**src/rtl/uart_pkg.sv**
```systemverilog
// ============================================================================
// uart_pkg : shared types and constants for the UART TX scheduling slice
// Rev 1.0
// ============================================================================
`default_nettype none

package uart_pkg;

    localparam int         UART_DW  = 8;
    localparam logic [7:0] ADDR_TXB = 8'h00;
    localparam logic [7:0] ADDR_RXB = 8'h01;

    typedef enum logic [2:0] {
        S_IDLE      = 3'd0,
        S_START     = 3'd1,
        S_WAIT_ACK  = 3'd2,
        S_WAIT_DONE = 3'd3,
        S_GAP       = 3'd4
    } tx_state_t;

endpackage

`default_nettype wire

```
**src/rtl/uart_tx_scheduler_if.sv**
```systemverilog
// ============================================================================
// uart_tx_scheduler_if : CPU push, transmitter handshake and status signals
// Rev 1.0
// ============================================================================
`default_nettype none

interface uart_tx_scheduler_if #(
    parameter int DEPTH = 4
);
    localparam int LW = $clog2(DEPTH) + 1;

    logic                         WrStrobe;
    logic [uart_pkg::UART_DW-1:0] WrData;
    logic                         Enable;
    logic                         TxBusy;
    logic                         TxDone;
    logic                         ClrOvf;
    logic                         TxStart;
    logic [uart_pkg::UART_DW-1:0] TxData;
    logic                         Empty;
    logic                         Full;
    logic [LW-1:0]                Level;
    logic                         Overflow;
    logic                         Idle;

    modport master (
        output WrStrobe, WrData, Enable, TxBusy, TxDone, ClrOvf,
        input  TxStart, TxData, Empty, Full, Level, Overflow, Idle
    );

    modport slave (
        input  WrStrobe, WrData, Enable, TxBusy, TxDone, ClrOvf,
        output TxStart, TxData, Empty, Full, Level, Overflow, Idle
    );

endinterface

`default_nettype wire

```
**src/rtl/uart_sync_fifo.sv**
```systemverilog
// ============================================================================
// uart_sync_fifo : synchronous FIFO, extra pointer bit separates full/empty
// Rev 1.0
// ============================================================================
`default_nettype none

module uart_sync_fifo #(
    parameter int DEPTH = 4,
    parameter int WIDTH = 8
) (
    input  wire logic                     pClk,
    input  wire logic                     pReset,
    input  wire logic                     i_push,
    input  wire logic                     i_pop,
    input  wire logic [WIDTH-1:0]         i_wdata,
    output logic      [WIDTH-1:0]         o_rdata,
    output logic                          o_full,
    output logic                          o_empty,
    output logic      [$clog2(DEPTH):0]   o_level
);

    localparam int AW = $clog2(DEPTH);

    logic [WIDTH-1:0] r_mem [DEPTH];
    logic [AW:0]      r_wr_ptr;
    logic [AW:0]      r_rd_ptr;
    logic             w_do_push;
    logic             w_do_pop;

    assign w_do_push = i_push && !o_full;
    assign w_do_pop  = i_pop  && !o_empty;

    // Storage is not reset; the pointers alone define which entries are valid.
    always_ff @(posedge pClk) begin
        if (w_do_push) begin
            r_mem[r_wr_ptr[AW-1:0]] <= i_wdata;
        end
    end

    always_ff @(posedge pClk or negedge pReset) begin
        if (!pReset) begin
            r_wr_ptr <= '0;
            r_rd_ptr <= '0;
        end else begin
            if (w_do_push) r_wr_ptr <= r_wr_ptr + 1'b1;
            if (w_do_pop)  r_rd_ptr <= r_rd_ptr + 1'b1;
        end
    end

    assign o_rdata = r_mem[r_rd_ptr[AW-1:0]];
    assign o_level = r_wr_ptr - r_rd_ptr;
    assign o_empty = (r_wr_ptr == r_rd_ptr);
    assign o_full  = (r_wr_ptr[AW] != r_rd_ptr[AW]) &&
                     (r_wr_ptr[AW-1:0] == r_rd_ptr[AW-1:0]);

endmodule

`default_nettype wire

```
**src/rtl/uart_tx_scheduler.sv**
```systemverilog
// ============================================================================
// uart_tx_scheduler : queues CPU bytes and paces them into the UART shifter
// Rev 1.0
// ============================================================================
`default_nettype none

module uart_tx_scheduler
    import uart_pkg::*;
#(
    parameter int DEPTH      = 4,
    parameter int GAP_CYCLES = 0,
    parameter int GW         = 8
) (
    input  wire logic          pClk,
    input  wire logic          pReset,
    uart_tx_scheduler_if.slave bus
);

    localparam int            LW         = $clog2(DEPTH) + 1;
    localparam logic [GW-1:0] c_GAP_LOAD = GW'(GAP_CYCLES);

    tx_state_t            r_state;
    logic                 r_tx_start;
    logic [UART_DW-1:0]   r_tx_data;
    logic [GW-1:0]        r_gap_cnt;
    logic                 r_overflow;

    logic                 w_full;
    logic                 w_empty;
    logic [LW-1:0]        w_level;
    logic [UART_DW-1:0]   w_head;
    logic                 w_push;
    logic                 w_drop;
    logic                 w_pop;

    // Full is the registered occupancy, so a pop in the same cycle never frees room.
    assign w_push = bus.WrStrobe && !w_full;
    assign w_drop = bus.WrStrobe &&  w_full;
    assign w_pop  = (r_state == S_IDLE) && bus.Enable && !w_empty && !bus.TxBusy;

    uart_sync_fifo #(
        .DEPTH (DEPTH),
        .WIDTH (UART_DW)
    ) u_fifo (
        .pClk    (pClk),
        .pReset  (pReset),
        .i_push  (w_push),
        .i_pop   (w_pop),
        .i_wdata (bus.WrData),
        .o_rdata (w_head),
        .o_full  (w_full),
        .o_empty (w_empty),
        .o_level (w_level)
    );

    always_ff @(posedge pClk or negedge pReset) begin
        if (!pReset) begin
            r_overflow <= 1'b0;
        end else if (w_drop) begin
            r_overflow <= 1'b1;
        end else if (bus.ClrOvf) begin
            r_overflow <= 1'b0;
        end
    end

    always_ff @(posedge pClk or negedge pReset) begin
        if (!pReset) begin
            r_state    <= S_IDLE;
            r_tx_start <= 1'b0;
            r_tx_data  <= '0;
            r_gap_cnt  <= '0;
        end else begin
            r_tx_start <= 1'b0;
            case (r_state)
                S_IDLE: begin
                    if (w_pop) begin
                        r_tx_data  <= w_head;
                        r_tx_start <= 1'b1;
                        r_state    <= S_START;
                    end
                end
                S_START: begin
                    r_state <= S_WAIT_ACK;
                end
                S_WAIT_ACK: begin
                    if (bus.TxDone) begin
                        r_gap_cnt <= c_GAP_LOAD;
                        r_state   <= (GAP_CYCLES == 0) ? S_IDLE : S_GAP;
                    end else if (bus.TxBusy) begin
                        r_state <= S_WAIT_DONE;
                    end
                end
                S_WAIT_DONE: begin
                    if (bus.TxDone) begin
                        r_gap_cnt <= c_GAP_LOAD;
                        r_state   <= (GAP_CYCLES == 0) ? S_IDLE : S_GAP;
                    end
                end
                S_GAP: begin
                    // Leaving on a count of 1 yields exactly GAP_CYCLES cycles here.
                    r_gap_cnt <= r_gap_cnt - 1'b1;
                    if (r_gap_cnt <= 1) begin
                        r_state <= S_IDLE;
                    end
                end
                default: begin
                    r_state <= S_IDLE;
                end
            endcase
        end
    end

    assign bus.TxStart  = r_tx_start;
    assign bus.TxData   = r_tx_data;
    assign bus.Empty    = w_empty;
    assign bus.Full     = w_full;
    assign bus.Level    = w_level;
    assign bus.Overflow = r_overflow;
    assign bus.Idle     = (r_state == S_IDLE) && w_empty;

endmodule

`default_nettype wire

```
**src/flat_wrapper.sv**
```systemverilog
// flat-port wrapper written by rule: the top's interface ports become plain ports
module uart_tx_scheduler_flat import uart_pkg::*;
#(
    parameter int DEPTH      = 4,
    parameter int GAP_CYCLES = 0,
    parameter int GW         = 8
)
  (pClk, pReset, bus_WrStrobe, bus_WrData, bus_Enable, bus_TxBusy, bus_TxDone, bus_ClrOvf, bus_TxStart, bus_TxData, bus_Empty, bus_Full, bus_Level, bus_Overflow, bus_Idle);
  uart_tx_scheduler_if #(.DEPTH(DEPTH)) bus_i ();
  input  wire logic pClk;
  input  wire logic pReset;
  input wire logic [$bits(bus_i.WrStrobe)-1:0] bus_WrStrobe;
  input wire logic [$bits(bus_i.WrData)-1:0] bus_WrData;
  input wire logic [$bits(bus_i.Enable)-1:0] bus_Enable;
  input wire logic [$bits(bus_i.TxBusy)-1:0] bus_TxBusy;
  input wire logic [$bits(bus_i.TxDone)-1:0] bus_TxDone;
  input wire logic [$bits(bus_i.ClrOvf)-1:0] bus_ClrOvf;
  output wire logic [$bits(bus_i.TxStart)-1:0] bus_TxStart;
  output wire logic [$bits(bus_i.TxData)-1:0] bus_TxData;
  output wire logic [$bits(bus_i.Empty)-1:0] bus_Empty;
  output wire logic [$bits(bus_i.Full)-1:0] bus_Full;
  output wire logic [$bits(bus_i.Level)-1:0] bus_Level;
  output wire logic [$bits(bus_i.Overflow)-1:0] bus_Overflow;
  output wire logic [$bits(bus_i.Idle)-1:0] bus_Idle;
  assign bus_i.WrStrobe = bus_WrStrobe;
  assign bus_i.WrData = bus_WrData;
  assign bus_i.Enable = bus_Enable;
  assign bus_i.TxBusy = bus_TxBusy;
  assign bus_i.TxDone = bus_TxDone;
  assign bus_i.ClrOvf = bus_ClrOvf;
  assign bus_TxStart = bus_i.TxStart;
  assign bus_TxData = bus_i.TxData;
  assign bus_Empty = bus_i.Empty;
  assign bus_Full = bus_i.Full;
  assign bus_Level = bus_i.Level;
  assign bus_Overflow = bus_i.Overflow;
  assign bus_Idle = bus_i.Idle;
  uart_tx_scheduler #(.DEPTH(DEPTH), .GAP_CYCLES(GAP_CYCLES), .GW(GW)) u_core (.pClk(pClk), .pReset(pReset), .bus(bus_i));
endmodule
```
**config.mk**
```make
export PLATFORM = sky130hd
export DESIGN_NAME = uart_tx_scheduler_flat
export DESIGN_NICKNAME = d
export VERILOG_FILES = /design/src/rtl/uart_pkg.sv /design/src/rtl/uart_tx_scheduler_if.sv /design/src/rtl/uart_sync_fifo.sv /design/src/rtl/uart_tx_scheduler.sv /design/src/flat_wrapper.sv
export SDC_FILE = /design/constraint.sdc
export NUM_CORES = 1
export LEC_CHECK = 0
export ABC_CLOCK_PERIOD_IN_PS = 2200
export CORE_UTILIZATION = 48
export CTS_CLUSTER_DIAMETER = 40
export DETAILED_ROUTE_END_ITERATION = 8
export PLACE_DENSITY = 0.86
export SYNTH_ARGS = -nofsm -noshare
export SYNTH_HDL_FRONTEND = slang
export SYNTH_HIERARCHICAL = 1
export SYNTH_SLANG_ARGS = --single-unit
```
**constraint.sdc**
```tcl
create_clock -name pClk -period 2.2 [get_ports pClk]
set_clock_uncertainty 0.05 [all_clocks]
set_input_delay 0.22 -clock pClk [delete_from_list [all_inputs] [get_ports pClk]]
set_output_delay 0.22 -clock pClk [all_outputs]
set_load 0.01 [all_outputs]
```
Yosys cells after proc, flatten, opt, wreduce, memory -nomap -nowiden --
Memory sizes are Yosys's and may differ from the RTL's. A register that Yosys moved wholly into a read port is not among the register bits. Index checks and enable logic that the tools add are counted.
Storage, ports and cells: register bits 19, memory bits (writable) 32, bits of input ports 15, output and inout bits 16, word-level logic and storage cells 58, memories kept 1
Cells by class: add/sub/neg operators 4, order comparisons 1, eq/ne operators 12, mux-type cells 14, reductions and logical operators 20
Memories:
- u_core.u_fifo.r_mem | words 4, width 8, read ports 1, clocked after memory_dff 1, write ports 1, RTL line uart_sync_fifo.sv:24 | logic [WIDTH-1:0] r_mem [DEPTH];
Operator list (number):
- one-hot mux 8 bit (2 select lines) | 1
- 2-to-1 mux 3 bit | 5
- one-hot mux 3 bit (5 select lines) | 1
- logical AND 1 bit | 9
- <= comparator 8 x 1 -> 1 bit, second input constant | 1
- 2-to-1 mux 8 bit | 1
- subtractor 8 x 1 -> 8 bit, second input constant | 1
- adder 3 x 1 -> 3 bit, second input constant | 2
- == test 3 x 2 -> 1 bit, second input constant | 2
- 2-to-1 mux 1 bit | 6
- logical NOT 1 bit | 4
- != test 2 x 1 -> 1 bit, second input constant | 2
- != test 2 bit, second input constant | 2
- AND reduction 2 bit | 2
- AND reduction 4 bit | 1
- nonzero test 2 bit | 2
- == test 3 x 1 -> 1 bit, second input constant | 1
- == test 3 bit | 1
- == test 3 bit, second input constant | 1
- logical NOT 3 bit | 1
- != test 3 bit, second input constant | 1
- subtractor 3 bit | 1
- == test 2 bit | 1
- OR reduction 2 bit | 1
- != test 1 bit | 1

Depth between registers and ports, before layout --
Gate-level depths: netlist of run 1.
depth in word-level cells 7, depth in mapped cells 10, depth with buffers taken out 8

Modules after synthesis --
Netlist of run 1, hierarchy kept.
Modules (own cells, without submodules):
- uart_sync_fifo | times used 1, cells an instance 86, area an instance 1607.8 sq um, sequential area each 1111.1 sq um
- uart_tx_scheduler | times used 1, cells an instance 35, area an instance 506.7 sq um, sequential area each 300.3 sq um

Least setup slack after synthesis of run 1 --
Ideal clock, no wire load.
path kind reg-to-reg, start point register u_core.u_fifo.r_rd_ptr[1], end point register u_core.u_fifo.r_rd_ptr[1], library setup time 0.125 ns, arrival time 2.258 ns, data required time 2.025 ns, path slack -0.233 ns, cell stages (with the launch flop) 11, buffers on the path 2, period minus slack after synthesis 2.433 ns, cells stage by stage dfrtp_1 -> clkbuf_1 -> inv_1 -> ha_1 -> nand2_1 -> nor2_1 -> nor2_1 -> and3_1 -> buf_6 -> o21ai_2 -> mux2_4
On the way: longest elaborated chain between the ends 5, elaborated cells on any way between the ends 6, classes of those cells add/sub (1); eq/ne (1); reduce/logical (4)
RTL lines:
- start: declaration | RTL line uart_sync_fifo.sv:26 | logic [AW:0] r_rd_ptr;
- start signal: assignment | RTL line uart_sync_fifo.sv:46 | if (w_do_pop) r_rd_ptr <= r_rd_ptr + 1'b1;
- == test 3 bit | RTL line uart_sync_fifo.sv:52 | assign o_empty = (r_wr_ptr == r_rd_ptr);
- named net bus_Empty | RTL line flat_wrapper.sv:20 | output wire logic [$bits(bus_i.Empty)-1:0] bus_Empty;
- logical NOT 1 bit | RTL line uart_tx_scheduler.sv:39 | assign w_pop = (r_state == S_IDLE) && bus.Enable && !w_empty && !bus.TxBusy;
- logical AND 1 bit (2 in series) | RTL line uart_tx_scheduler.sv:39
- named net u_core.w_pop | RTL line uart_tx_scheduler.sv:34 | logic w_pop;
- logical AND 1 bit | RTL line uart_sync_fifo.sv:31 | assign w_do_pop = i_pop && !o_empty;
The timed path passes the listed nets, and every way through them passes these cells. A chain may end at the register's enable or synchronous reset.

Worst setup path in the final report of run 1 --
start point register u_core.u_fifo.r_rd_ptr[1], end point output bus_Full
On the way: longest elaborated chain between the ends 2
RTL lines:
- == test 2 bit | RTL line uart_sync_fifo.sv:54 | (r_wr_ptr[AW-1:0] == r_rd_ptr[AW-1:0]);
- logical AND 1 bit | RTL line uart_sync_fifo.sv:53 | assign o_full = (r_wr_ptr[AW] != r_rd_ptr[AW]) &&
- end: declaration | RTL line flat_wrapper.sv:21 | output wire logic [$bits(bus_i.Full)-1:0] bus_Full;
Every way passes these cells.

==> out/qor.yml, run 1 <==
routing:
  ant_nets: 0
  drc: 0
  num_vias: 1168
  vias_per_cell: 5.309
  drt_iter0_drc: 85
  wl_um: 3759
  drt-pass1-iter-count: 4
  wire_per_inst_um: 17.09
placement:
  place_area_mm2: 0.002585
  dp_hpwl_um: 2647
  gp_congestion: 0.8456
  portBuffers: 30
  dp.cells: 208
  post-place-ws_ns: -0.02707
finish:
  nets: 192
  fin_cells: 220
  nFillCells: 266
  final_cell_area_mm2: 0.002760
  antenna_cells: 0
  syn_to_final_growth_pct: 30.53
  drive_gt1_frac: 0.3059
logic_synthesis:
  syn_inst: 121
  ys_warn_count: 6
  synth_area_mm2: 0.002115
  ys_top_cells_by_area: "edfxtp_1 45%, dfrtp_1 21%, mux4_2 8.5%"
  synth-seq-cells: 50
  synth_top_area_cell: "edfxtp_1"
  yosysSeqAreaShare: 0.6675
  synth_top_area_frac: 0.4544
  avgSynthCellArea_um2: 17.48
  synthDistinctLibCells: 27
  syn_nets: 144
die:
  die_w_um: 68.37
  die_y_um: 68.37
  core_mm2: 0.004115
  initial_utilization: 0.5138
  die_area_mm2: 0.004674
  num_io_pins: 31
  num_rows: 23
clock_network:
  clockRootBuffer: "clkbuf_8"
  clockBufferDepth: 2
  cts_made_buffers: 5
  clk_pin_slew_worst_paths_ns: 0.09
  cts_tree: "built"
  holdBufCountCts: 0
  clkSinkCount: 50
  clk-insertion-delay-late_ns: 0.30
  h-tree-depth: 2
timing:
  final_hold_viol_count: 0
  max_freq_mhz: 481.9
  setup_violations: 0
  period_share: 0.9432
  setup_slack_ns: 0.1249
  final_max_slew_viol_count: 0
  max-slew-margin-rel: 0.7776
  rsz0062_at_grt: "no"
  worst_slew_pin_slew_ns: 0.3330
  fin_hold_ws_ns: 0.1932
  period_minus_slack_ns: 2.075
grt:
  grt_pass1_vias: 1250
  grt_overflow: 0
  grt_max_degree: 19
  antenna_found_initial: 0
  grt_usage: 0.1902
  grt_pass1_wl_um: 5947
power:
  p_comb_frac: 0.493
  net-switching-power_w: 0.001352
  power_frac_clock: 0.153
  p_per_area_mw_per_mm2: 1518
  switching_share: 0.3225
  p_leak_nw: 1.121
  seq_power_share: 0.354
  ir_worst_vdd_mv: 0.5917
  p_int_w: 0.002840
setup_path:
  critPathArrivalTime_ns: 1.81
  crit_type: "reg2out"
  critPathLaunchType: "register"
  rr_worst_depth: 8
  crit_path_end_kind: "output port"
  cp_max_fo: 5
  r2r-start: "u_core/u_fifo/r_rd_ptr[1]$_DFFE_PN0P_"
  critical_path_required_ns: 1.93
  timing.rr.end: "u_core/bus.TxData[0]$_DFFE_PN0P_"
  r2r_slack_ns: 0.16
run:
  cap_violations: 0
min_path:
  hp-class: "in2async"
run_status:
  status: "finished, final reports clean"
[state kept, by name, summed over array words and instances, names as in the netlist]
name / cells
u_core/bus.Overflow: 1
u_core/bus.TxData: 8
u_core/bus.TxStart: 1
u_core/r_state: 2
u_core/u_fifo/r_mem: 32
u_core/u_fifo/r_rd_ptr: 3
u_core/u_fifo/r_wr_ptr: 3
[through the flow]
stage / utilization / total power [W] / TNS, ns
final: 0.6707 / 0.004191 / 0
after global routing: 0.6707 / 0.004461 / 0
after CTS: 0.6665 / 0.004184 / -0.07016
after detailed placement: 0.6282 / 0.003449 / -0.1315
after global placement: 0.6282 / 0.003361 / 0
after floorplan: - / 0.002616 / 0
[per-layer routing]
metal / GRT usage / wire, um
met1: 0.2031 / 1475
met2: 0.3248 / 2055
met3: 0.06333 / 130
met4: 0.1120 / 97
met5: 0 / 0
[Yosys cell counts (all sizes together)]
| cell | instances |
|---|---|
| o21bai | 1 |
| fa | 1 |
| a21oi | 2 |
| nand3 | 1 |
| and3 | 6 |
| dfrtp | 18 |
| edfxtp | 32 |
| a31o | 1 |
| xor2 | 1 |
| or2b | 1 |
| inv | 9 |
| clkbuf | 1 |
| nand2 | 4 |
| mux2 | 11 |
| nor2 | 4 |
| xnor2 | 3 |
| nor2b | 1 |
| ha | 7 |
| a31oi | 2 |
| o21ai | 4 |
| mux4 | 8 |
| buf | 2 |
| and2 | 1 |
[placed cells by master (no fill, tap or decap), types with 4 or more instances in the layout]
cell type         n
ha_1              5
nand2_1           4
mux2_4           10
buf_4            10
and3_1            5
clkbuf_8          5
mux4_2            8
edfxtp_1         32
inv_1             7
dfrtp_1          18
buf_12            4
clkdlybuf4s50_1  26
[cells by family after synthesis]
logic type | count (synthesis) | synth area share
AOI/OAI and AO/OA | 10 | 0.02959
and+or+nand+nor | 18 | 0.04497
DFF | 50 | 0.6675
adders and majority gates | 8 | 0.05089
xor gates and xnor gates | 4 | 0.02012
buffers and inverters | 12 | 0.02544
muxes | 19 | 0.1615
[layout make-up]
type | count | area [um^2] | area share
clock buffer | 5 | 68.82 | 0.02493
clock inverter | 3 | 43.79 | 0.01587
inverter | 9 | 33.78 | 0.01224
multi-input combinational | 59 | 681.9 | 0.2471
sequential | 50 | 1411 | 0.5113
tap | 50 | 62.56 | 0.02267
timing repair buffer | 44 | 457.9 | 0.1659
[worst max-delay path, cell delays in order, from the launching register on]
cell and delay [ns]:
dfrtp_1 0.36, inv_1 0.10, ha_4 0.31, nand3_2 0.12, inv_2 0.09, clkdlybuf4s50_1 0.53
[power by group through the flow]
stage | clock [W] | combinational (W) | sequential, W
finish | 0.000643 | 0.00207 | 0.00148
global route | 0.000702 | 0.00225 | 0.00151
CTS | 0.000662 | 0.00204 | 0.00148
detailed placement | 0 | 0.00195 | 0.00150
global placement | 0 | 0.00188 | 0.00148
floorplan | 0 | 0.00110 | 0.00151
[timing repair]
action / in CTS / in global routing
pin swaps: 1 / 1
cloned: 0 / 0
resized for setup: 5 / 4
buffers inserted: 3 / 1
endpoints found under the setup margin: 34 / 14
[worst max path at each step]
stage                                                 end                                   from  slack, ns
finish                                           bus_Full  u_core/u_fifo/r_rd_ptr[1]$_DFFE_PN0P_       0.12
floorplan           u_core/u_fifo/r_rd_ptr[1]$_DFFE_PN0P_  u_core/u_fifo/r_rd_ptr[1]$_DFFE_PN0P_       0.04
global route                                     bus_Full  u_core/u_fifo/r_rd_ptr[1]$_DFFE_PN0P_       0.02
detailed placement  u_core/u_fifo/r_wr_ptr[1]$_DFFE_PN0P_  u_core/u_fifo/r_wr_ptr[0]$_DFFE_PN0P_      -0.03
global placement    u_core/u_fifo/r_wr_ptr[1]$_DFFE_PN0P_  u_core/u_fifo/r_wr_ptr[0]$_DFFE_PN0P_       0.09
CTS                                              bus_Idle  u_core/u_fifo/r_rd_ptr[1]$_DFFE_PN0P_      -0.07
Note: power is estimated with default switching activity, not from simulation.
==> run 2, diff against run 1 <==
--- a/config.mk
+++ b/config.mk
@@ -6,6 +6,7 @@
 export NUM_CORES = 1
 export LEC_CHECK = 0
 export ABC_CLOCK_PERIOD_IN_PS = 2200
+export CAP_MARGIN = 5
 export CORE_UTILIZATION = 48
 export CTS_CLUSTER_DIAMETER = 40
 export DETAILED_ROUTE_END_ITERATION = 8
==> results of run 2 <==
Final layout, timing and power as in run 1 (identical DEF).
==> run 3, diff against run 2 <==
--- a/config.mk
+++ b/config.mk
@@ -5,12 +5,12 @@
 export SDC_FILE = /design/constraint.sdc
 export NUM_CORES = 1
 export LEC_CHECK = 0
-export ABC_CLOCK_PERIOD_IN_PS = 2200
+export ABC_CLOCK_PERIOD_IN_PS = 2500
 export CAP_MARGIN = 5
-export CORE_UTILIZATION = 48
+export CORE_UTILIZATION = 50
 export CTS_CLUSTER_DIAMETER = 40
 export DETAILED_ROUTE_END_ITERATION = 8
-export PLACE_DENSITY = 0.86
+export PLACE_DENSITY = 0.85
 export SYNTH_ARGS = -nofsm -noshare
 export SYNTH_HDL_FRONTEND = slang
 export SYNTH_HIERARCHICAL = 1
==> constraint.sdc (replaced) <==
create_clock -name pClk -period 2.5 [get_ports pClk]
set_clock_uncertainty 0.05 [all_clocks]
set_input_delay 0.25 -clock pClk [delete_from_list [all_inputs] [get_ports pClk]]
set_output_delay 0.25 -clock pClk [all_outputs]
set_load 0.01 [all_outputs]
==> out/qor.yml, run 3 (synthesized netlist as in run 1, its figures left out) <==
clock_network:
  clk-insertion-delay-late_ns: 0.30
  cts_made_buffers: 5
  clkSinkCount: 50
  cts_tree: "built"
  clockRootBuffer: "clkbuf_8"
  clk_pin_slew_worst_paths_ns: 0.09
  clockBufferDepth: 2
  h-tree-depth: 2
finish:
  drive_gt1_frac: 0.2593
  antenna_cells: 0
  final_common_cell: "edfxtp_1"
  largest_reg_flops: 32
  fin_cells: 212
  nets: 184
  syn_to_final_growth_pct: 23.67
  final_cell_mix: "32 x edfxtp_1, 29 x clkdlybuf4s50_1, 18 x dfrtp_1, 10 x mux2_4, 9 x inv_1"
power:
  net-switching-power_w: 0.001132
  p_comb_frac: 0.479
  ir_worst_vdd_mv: 0.6567
  switching_share: 0.3336
  p_leak_nw: 1.028
  p_per_area_mw_per_mm2: 1297
  p_int_w: 0.002261
  seq_power_share: 0.387
  power_frac_clock: 0.135
setup_path:
  critPathLaunchType: "register"
  timing.rr.end: "u_core/u_fifo/r_mem[3][4]$_DFFE_PP_"
  crit_type: "reg2out"
  critPathArrivalTime_ns: 2.03
  rr_worst_depth: 6
  r2r-start: "u_core/u_fifo/r_wr_ptr[0]$_DFFE_PN0P_"
  r2r_slack_ns: 0.30
  crit_path_end_kind: "output port"
  cp_max_fo: 5
  critical_path_required_ns: 2.20
routing:
  drc: 0
  wl_um: 3506
  wire_per_inst_um: 16.54
  vias_per_cell: 5.297
  num_vias: 1123
  drt_iter0_drc: 65
  drt-pass1-iter-count: 4
  ant_nets: 0
grt:
  grt_overflow: 0
  grt_pass1_wl_um: 5506
  grt_usage: 0.1817
  grt_pass1_vias: 1147
  antenna_found_initial: 0
  grt_max_degree: 19
min_path:
  hp-class: "in2async"
placement:
  dp.cells: 203
  dp_hpwl_um: 2557
  portBuffers: 30
  gp_congestion: 0.8137
timing:
  period_share: 0.9337
  max_freq_mhz: 428.4
  max-slew-margin-rel: 0.7142
  worst_slew_pin_slew_ns: 0.4288
  final_hold_viol_count: 0
  period_minus_slack_ns: 2.334
  setup_violations: 0
  rsz0062_at_grt: "no"
  finalSetupTns_ns: 0
  final_max_slew_viol_count: 0
die:
  die_area_mm2: 0.004493
  die_w_um: 67.03
  core_mm2: 0.004029
  die_y_um: 67.03
  num_rows: 23
  num_io_pins: 31
  initial_utilization: 0.5248
run:
  cap_violations: 0
run_status:
  status: "finished, final reports clean"
-- run 3: cell count changes in the layout (fill, tap and decap cells not counted), sizes merged --
cell | previous run | this run
buf | 14 | 6
clkdlybuf4s50 | 26 | 29
dlygate4sd2 | 2 | 0
bufinv | 1 | 0
clkinv | 1 | 2
clkinvlp | 0 | 1
dlymetal6s2s | 2 | 1
inv | 10 | 9
-- run 3: how the worst max path moves through the flow --
stage,cells past startpoint,endpoint,slack [ns],from
floorplan,10,u_core/u_fifo/r_rd_ptr[1]$_DFFE_PN0P_,0.07,u_core/u_fifo/r_rd_ptr[1]$_DFFE_PN0P_
global placement,6,u_core/u_fifo/r_mem[3][2]$_DFFE_PP_,0.36,u_core/u_fifo/r_wr_ptr[0]$_DFFE_PN0P_
detailed placement,6,u_core/u_fifo/r_mem[0][7]$_DFFE_PP_,0.21,u_core/u_fifo/r_wr_ptr[0]$_DFFE_PN0P_
CTS,5,bus_Idle,0.0008,u_core/u_fifo/r_wr_ptr[1]$_DFFE_PN0P_
global route,6,bus_Idle,0.04,u_core/u_fifo/r_wr_ptr[0]$_DFFE_PN0P_
finish,4,bus_Full,0.17,u_core/u_fifo/r_rd_ptr[2]$_DFFE_PN0P_
-- run 3: area by class of cell --
cell class	instances	area [um^2]
inverter	9	33.78
clock buffer	5	68.82
clock inverter	3	21.27
multi-input combinational	59	669.4
fill	289	1414
timing repair buffer	36	347.8
tap	50	62.56
sequential	50	1411
-- run 3: layer usage --
metal | part of all wire | routed length [um] | vias to the layer above | GRT usage
li1 | - | - | 526 | -
met1 | 0.42 | 1483 | 559 | 0.2116
met2 | 0.52 | 1815 | 33 | 0.3088
met3 | 0.046 | 160 | 5 | 0.05651
met4 | 0.014 | 48 | 0 | 0.07181
met5 | 0 | 0 | - | 0
-- run 3: power groups by stage --
stage	clock network, W	logic, W	registers (W)
6_report	0.000458	0.00162	0.00131
5_1_grt	0.000500	0.00177	0.00134
4_1_cts	0.000469	0.00160	0.00131
3_5_place_dp	0	0.00157	0.00133
3_3_place_gp	0	0.00152	0.00132
2_1_floorplan	0	0.000956	0.00133
-- run 3: repair_timing --
item | in CTS | in global routing
endpoints found under the setup margin | 1 | 1
resized for setup | 0 | 5
buffers inserted | 1 | 0
hold buffers | 0 | 0
-- run 3: metrics by stage --
| step | cell area (um^2) | util | setup WS (ns) | hold WS, ns | total power [W] |
|---|---|---|---|---|---|
| after floorplan | 2115 | - | 0.06690 | -0.09559 | 0.002288 |
| after CTS | 2592 | 0.6435 | 0.0007687 | 0.2295 | 0.003377 |
| after detailed placement | 2495 | 0.6193 | 0.2116 | 0.4320 | 0.002904 |
| after global routing | 2615 | 0.6491 | 0.03936 | 0.2555 | 0.003605 |
| final | 2615 | 0.6491 | 0.1658 | 0.2240 | 0.003393 |
| after global placement | 2495 | 0.6193 | 0.3634 | 0.4264 | 0.002836 |
-- run 3: worst max-delay path, stage by stage (launching register included) --
cell	delay (ns)
dfrtp_1	0.45
xor2_2	0.39
nand3_1	0.21
inv_1	0.13
clkdlybuf4s50_1	0.55
==> variant 1, RTL diff (config.mk and constraints of run 1) <==
`DEPTH` is set to 4 in 4 places; all go to 2.
--- a/src/rtl/uart_tx_scheduler_if.sv
+++ b/src/rtl/uart_tx_scheduler_if.sv
@@ -5,7 +5,7 @@
 `default_nettype none
 
 interface uart_tx_scheduler_if #(
-    parameter int DEPTH = 4
+    parameter int DEPTH = 2
 );
     localparam int LW = $clog2(DEPTH) + 1;
 
--- a/src/rtl/uart_sync_fifo.sv
+++ b/src/rtl/uart_sync_fifo.sv
@@ -5,7 +5,7 @@
 `default_nettype none
 
 module uart_sync_fifo #(
-    parameter int DEPTH = 4,
+    parameter int DEPTH = 2,
     parameter int WIDTH = 8
 ) (
     input  wire logic                     pClk,
--- a/src/rtl/uart_tx_scheduler.sv
+++ b/src/rtl/uart_tx_scheduler.sv
@@ -7,7 +7,7 @@
 module uart_tx_scheduler
     import uart_pkg::*;
 #(
-    parameter int DEPTH      = 4,
+    parameter int DEPTH      = 2,
     parameter int GAP_CYCLES = 0,
     parameter int GW         = 8
 ) (
--- a/src/flat_wrapper.sv
+++ b/src/flat_wrapper.sv
@@ -1,7 +1,7 @@
 // flat-port wrapper written by rule: the top's interface ports become plain ports
 module uart_tx_scheduler_flat import uart_pkg::*;
 #(
-    parameter int DEPTH      = 4,
+    parameter int DEPTH      = 2,
     parameter int GAP_CYCLES = 0,
     parameter int GW         = 8
 )
Interface: changed (resized bus_Level); port bits go from 31 to 30. No check against the original RTL was run, so the function may have changed too.
==> variant 1 against run 1 <==
- total power shrank 34%
- critical path depth shrank 1
- design area shrank 36%
- combinational power shrank 31%
- utilization grew 2.6 points
- setup slack lost 0.0013 ns
- routed wire length shrank 38%
- synthesized area shrank 37%
- sequential cell count shrank 18
- critical endpoint is now bus_Level[1]
- largest cell class unchanged
- largest power group unchanged
==> variant 1: results (changes against run 1) <==
Place:
- The final RePlAce weighted congestion is 0.762 (-9.9%).
- The HPWL after detailed placement was 1700 microns (-36%).
- The port buffer count is 29 (-3.3%).
- The placed instance area came to 1680 sq um (-35%).

Status:
- The run finished with clean final reports.

CTS:
- The total clock buffers created by CTS is 5 (unchanged).
- CTS placed an instance of clkbuf_4 at the clock tree root.
- The clock transition at the registers of the reported paths is 0.09 ns (about the same).
- The deepest clock path buffer count is 2 (unchanged).
- The later pin in the worst-skew pair is clocked with a latency of 0.31 ns.

Detailed routing:
- The number of vias after detailed routing was 809 (-31%).
- The total wire length came to 2340 microns (-38%).
- The iteration-0 DRC count of the detailed router was 9 (-89%).

Synthesis:
- After synthesis, the most frequently instantiated cells are dfrtp_1, edfxtp_1, mux2_2, mux2_4, nor2_1.
- The share of synthesized area occupied by flip-flops and latches is 0.660 (-0.00766).
- By area the synthesized netlist is led by edfxtp_1, dfrtp_1, mux2_4.
- The count of unique library cells instantiated by Yosys is 24 (-11%).
- The count of flip-flops with a built-in enable after synthesis is 16 (-50%).
- The share of flip-flops with an asynchronous set or reset is 0.500 (+0.140).
- The synthesized net count came to 102 (-29%).

GRT:
- The via count of the first global-routing pass is 839 (-33%).
- The pin count of the biggest net entering global routing is 17 (-2).
- The total track usage came to 0.188 (-0.00191).
- The overall overflow remaining after global route is 0 (unchanged).
- The first-pass GRT wire length is 3730 microns (-37%).

Layout:
- The flip-flop count of the largest register after layout came to 16 (-50%).
- The final layout net count is 142 (-26%).
- The share of final-layout standard cells stronger than drive strength 1 is 0.283 (-0.0224).
- The total inserted antenna cells is 0 (unchanged).

Hold path:
- The class of the tightest hold or removal check is in2async.

Power:
- The total leakage power is 0.749 nW (-33%).
- The worst IR drop on VDD came to 1.21 mV (+100%).

Critical path:
- The critical path starts at u_core/u_fifo/r_wr_ptr[1]$_DFFE_PN0P_.
- The cell depth of the worst flop-to-flop path came to 9 (+1).
- The startpoint identified for the worst register-to-register timing path is u_core/u_fifo/r_wr_ptr[0]$_DFFE_PN0P_.
- The arrival time of the worst setup path is 1.81 ns (about the same).
- The largest fanout on the critical path came to 4 (-1).

Timing:
- The relative slew slack came to 0.499 (-0.278).
variant 1: timing repair:
item                                    in CTS  in global routing
pin swaps                                    1                  0
resized for setup                            3                  2
hold endpoints to repair                     0                  0
buffers inserted                             2                  0
endpoints found under the setup margin       2                  2
gates cloned                                 0                  0
variant 1: per-stage QoR:
step                power [W]  cells  worst slack (ns)  hold WS [ns]
floorplan             0.00179     86            0.0244        -0.126
global placement      0.00230    147             0.209         0.424
detailed placement    0.00237    147             0.112         0.449
CTS                   0.00280    157            0.0221         0.319
global route          0.00295    157            0.0173         0.344
finish                0.00276    157             0.124         0.292
variant 1: layer usage:
metal / share of wire / routed length, microns / track usage
met5: 0 / 0 / 0
met1: 0.40 / 947 / 0.220
met3: 0.062 / 146 / 0.0611
met2: 0.52 / 1220 / 0.317
met4: 0.011 / 25 / 0.0726
variant 1: path summary, 6_finish.rpt:
check                      slack (ns)                                     to
setup / recovery                 0.12                           bus_Level[1]
hold / removal                   0.29       u_core/bus.TxData[6]$_DFFE_PN0P_
setup reg to reg                 0.26  u_core/u_fifo/r_rd_ptr[1]$_DFFE_PN0P_
hold reg to reg                  0.46          u_core/r_state[1]$_DFFE_PN0P_
max in group asynchronous        1.34  u_core/u_fifo/r_rd_ptr[0]$_DFFE_PN0P_
min in group pClk                0.43    u_core/u_fifo/r_mem[0][0]$_DFFE_PP_
variant 1: worst max-delay path, cell delays in order (launching register included):
cell	delay [ns]
dfrtp_1	0.47
xnor2_4	0.19
buf_4	0.17
xnor2_1	0.11
clkdlybuf4s50_1	0.55
variant 1: where the power goes:
group / switching (W) / internal, W / leakage (nW)
registers: 0.000135 / 0.000891 / 0.342
logic: 0.000603 / 0.000828 / 0.377
clock network: 0.000177 / 0.000124 / 0.0293
variant 1: area by class of cell:
type                       instances  area (sq um)
tap                               30          37.5
timing repair buffer              35           340
inverter                           4          15.0
clock inverter                     1          5.00
fill                             188           772
clock buffer                       7          45.0
multi-input combinational         48           449
sequential                        32           881
variant 1: kinds of logic (layout without fill, tap and decap cells):
kind of cell             count (synthesis)  count (layout)  share of synthesized area
AND/OR/NAND/NOR                         18              18                     0.0656
adder cells (fa/ha/maj)                  1               1                    0.00937
AO/OA/AOI/OAI                            7               7                     0.0375
XOR/XNOR                                 4               4                     0.0319
buffers and inverters                    6              47                     0.0234
flip-flops                              32              32                      0.660
multiplexers                            18              18                      0.172
==> variant 2, RTL diff (config.mk and constraints of run 1) <==
Made on the original files. The 5 states of `tx_state_t` get a one-hot encoding in 5 bits.
--- a/src/rtl/uart_pkg.sv
+++ b/src/rtl/uart_pkg.sv
@@ -10,12 +10,12 @@
     localparam logic [7:0] ADDR_TXB = 8'h00;
     localparam logic [7:0] ADDR_RXB = 8'h01;
 
-    typedef enum logic [2:0] {
-        S_IDLE      = 3'd0,
-        S_START     = 3'd1,
-        S_WAIT_ACK  = 3'd2,
-        S_WAIT_DONE = 3'd3,
-        S_GAP       = 3'd4
+    typedef enum logic [4:0] {
+        S_IDLE      = 5'b00001,
+        S_START     = 5'b00010,
+        S_WAIT_ACK  = 5'b00100,
+        S_WAIT_DONE = 5'b01000,
+        S_GAP       = 5'b10000
     } tx_state_t;
 
 endpackage
Function: no difference found for any inputs over 10 cycles, from zero or initial values and one cycle with pReset low; not proved beyond that.
==> variant 2 against run 1 <==
- via count up 7.8%
- critical path depth is 3 higher
- utilization is 2.7 points lower
- synthesized cell count increased by 7.4%
- setup slack worse by 0.022 ns
- hold slack improved by 0.031 ns
- synthesized area rose by 6.0%
- routed wire length is 6.0% higher
- sequential cell count increased by 2
- total power is 0.46% higher
- design area up 3.0%
- critical endpoint is now u_core/bus.TxData[6]$_DFFE_PN0P_
- largest power group unchanged
==> variant 2: results (changes against run 1) <==
Power:
- The total leakage power is 1.16 nW (+3.7%).
- The worst IR drop on VDD was 0.995 mV (+68%).

Synthesis:
- The share of synthesized area occupied by flip-flops and latches is 0.653 (-0.0147).
- The mean instance size in the synthesized netlist came to 17.2 sq um (-1.4%).
- The count of unique library cells instantiated by Yosys is 31 (+15%).
- The synthesized net count is 153 (+6.3%).
- By area the synthesized netlist is led by edfxtp_1, dfrtp_1, mux4_2.
- In the synthesized netlist, the cells that appear most often are edfxtp_1, dfrtp_1, mux2_4.
- The share of flip-flops with an asynchronous set or reset was 0.385 (+0.0246).

Layout:
- The share of final-layout standard cells stronger than drive strength 1 came to 0.311 (+0.00523).
- The final layout net count is 202 (+5.2%).

Critical path:
- The setup slack of the most critical reg-to-reg path is 0.10 ns (-0.06 ns).
- The arrival time of the worst setup path is 2.23 ns (+0.42 ns).

CTS:
- The number of buffers inserted to repair setup after CTS is 0 (-3).

Place:
- The placed instance area is 2700 sq um (+4.6%).
- The HPWL after detailed placement came to 2970 microns (+12%).
- The final RePlAce weighted congestion came to 0.864 (+2.2%).
- The placement-stage worst setup slack is 0.0553 ns (+0.0824 ns).

GRT:
- The first-pass GRT wire length is 6740 microns (+13%).
- The pin count of the biggest net entering global routing is 21 (+2).
- The total track usage is 0.181 (-0.00926).
- The via count of the first global-routing pass is 1398 (+12%).

Timing:
- The share of the clock period used by the worst path after layout is 0.953 (+0.0102).
- The transition time at the pin with the least slew margin is 0.339 ns (+0.00607 ns).

Detailed routing:
- The total wire length came to 3990 microns (+6.0%).
- The detailed-route vias per instance is 5.43 (+2.2%).
- The iteration-0 DRC count of the detailed router came to 50 (-41%).

Status:
- The run finished with clean final reports.
## variant 2: cell count changes in the layout (fill, tap and decap cells not counted), sizes merged, moves of 2 or more
cell          run 1  this run
inv              10         8
nor4b             0         2
nor3              0         3
nor4              0         2
buf              14        16
nor2              4         2
## variant 2: critical path: stages (launching register included)
cell,delay [ns]
dfrtp_1,0.40
inv_1,0.17
ha_4,0.25
nand2_1,0.14
nor2_2,0.06
nor2_1,0.17
and3_2,0.25
buf_4,0.19
mux2_4,0.31
## variant 2: area by class of cell
type / count / area [sq um]
clock buffer: 5 / 68.8
clock inverter: 3 / 37.5
fill: 313 / 1570
inverter: 8 / 30.0
multi-input combinational: 66 / 757
sequential: 52 / 1460
tap: 52 / 65.1
timing repair buffer: 46 / 422
## variant 2: worst paths after layout
| path | endpoint | cells past startpoint | from |
|---|---|---|---|
| setup / recovery | u_core/bus.TxData[6]$_DFFE_PN0P_ | 8 | u_core/u_fifo/r_rd_ptr[1]$_DFFE_PN0P_ |
| max in group asynchronous | u_core/r_state[0]$_DFFE_PN1P_ | 2 | pReset |
| min in group pClk | u_core/bus.Overflow$_DFFE_PN0P_ | 2 | bus_ClrOvf |
| setup reg to reg | u_core/bus.TxData[6]$_DFFE_PN0P_ | 8 | u_core/u_fifo/r_rd_ptr[1]$_DFFE_PN0P_ |
| hold reg to reg | u_core/bus.TxData[3]$_DFFE_PN0P_ | 1 | u_core/bus.TxData[3]$_DFFE_PN0P_ |
| hold / removal | u_core/bus.TxData[2]$_DFFE_PN0P_ | 2 | pReset |
## variant 2: timing repair
item	CTS	global route
resized for setup	6	4
endpoints found under the hold margin	0	0
endpoints found under the setup margin	5	30
pin swaps	0	0
## variant 2: logic make-up (layout without fill, tap and decap cells)
family	count (synthesis)	in the layout	share of synthesized area
AO/OA/AOI/OAI	8	8	0.0223
XOR/XNOR	5	5	0.0229
multiplexers	21	21	0.162
AND/OR/NAND/NOR	24	24	0.0676
buffers and inverters	12	62	0.0246
adder cells (fa/ha/maj)	8	8	0.0480
flip-flops	52	52	0.653
## variant 2: report_power, final
part           internal (W)  switching, W
sequential          0.00138      0.000172
combinational       0.00114      0.000906
clock              0.000331      0.000286
## variant 2: metrics by stage
stage               utilization  hold slack [ns]  cells
floorplan                     -           -0.126    130
CTS                       0.641            0.231    232
finish                    0.644            0.224    232
detailed placement        0.613            0.450    224
global route              0.644            0.251    232
global placement          0.613            0.448    224
## variant 2: routing by layer
layer,part of all wire,vias to the layer above,GRT usage
li1,-,580,-
met1,0.41,643,0.216
met2,0.54,30,0.314
met3,0.038,6,0.0519
met4,0.011,0,0.0578
met5,0,-,0
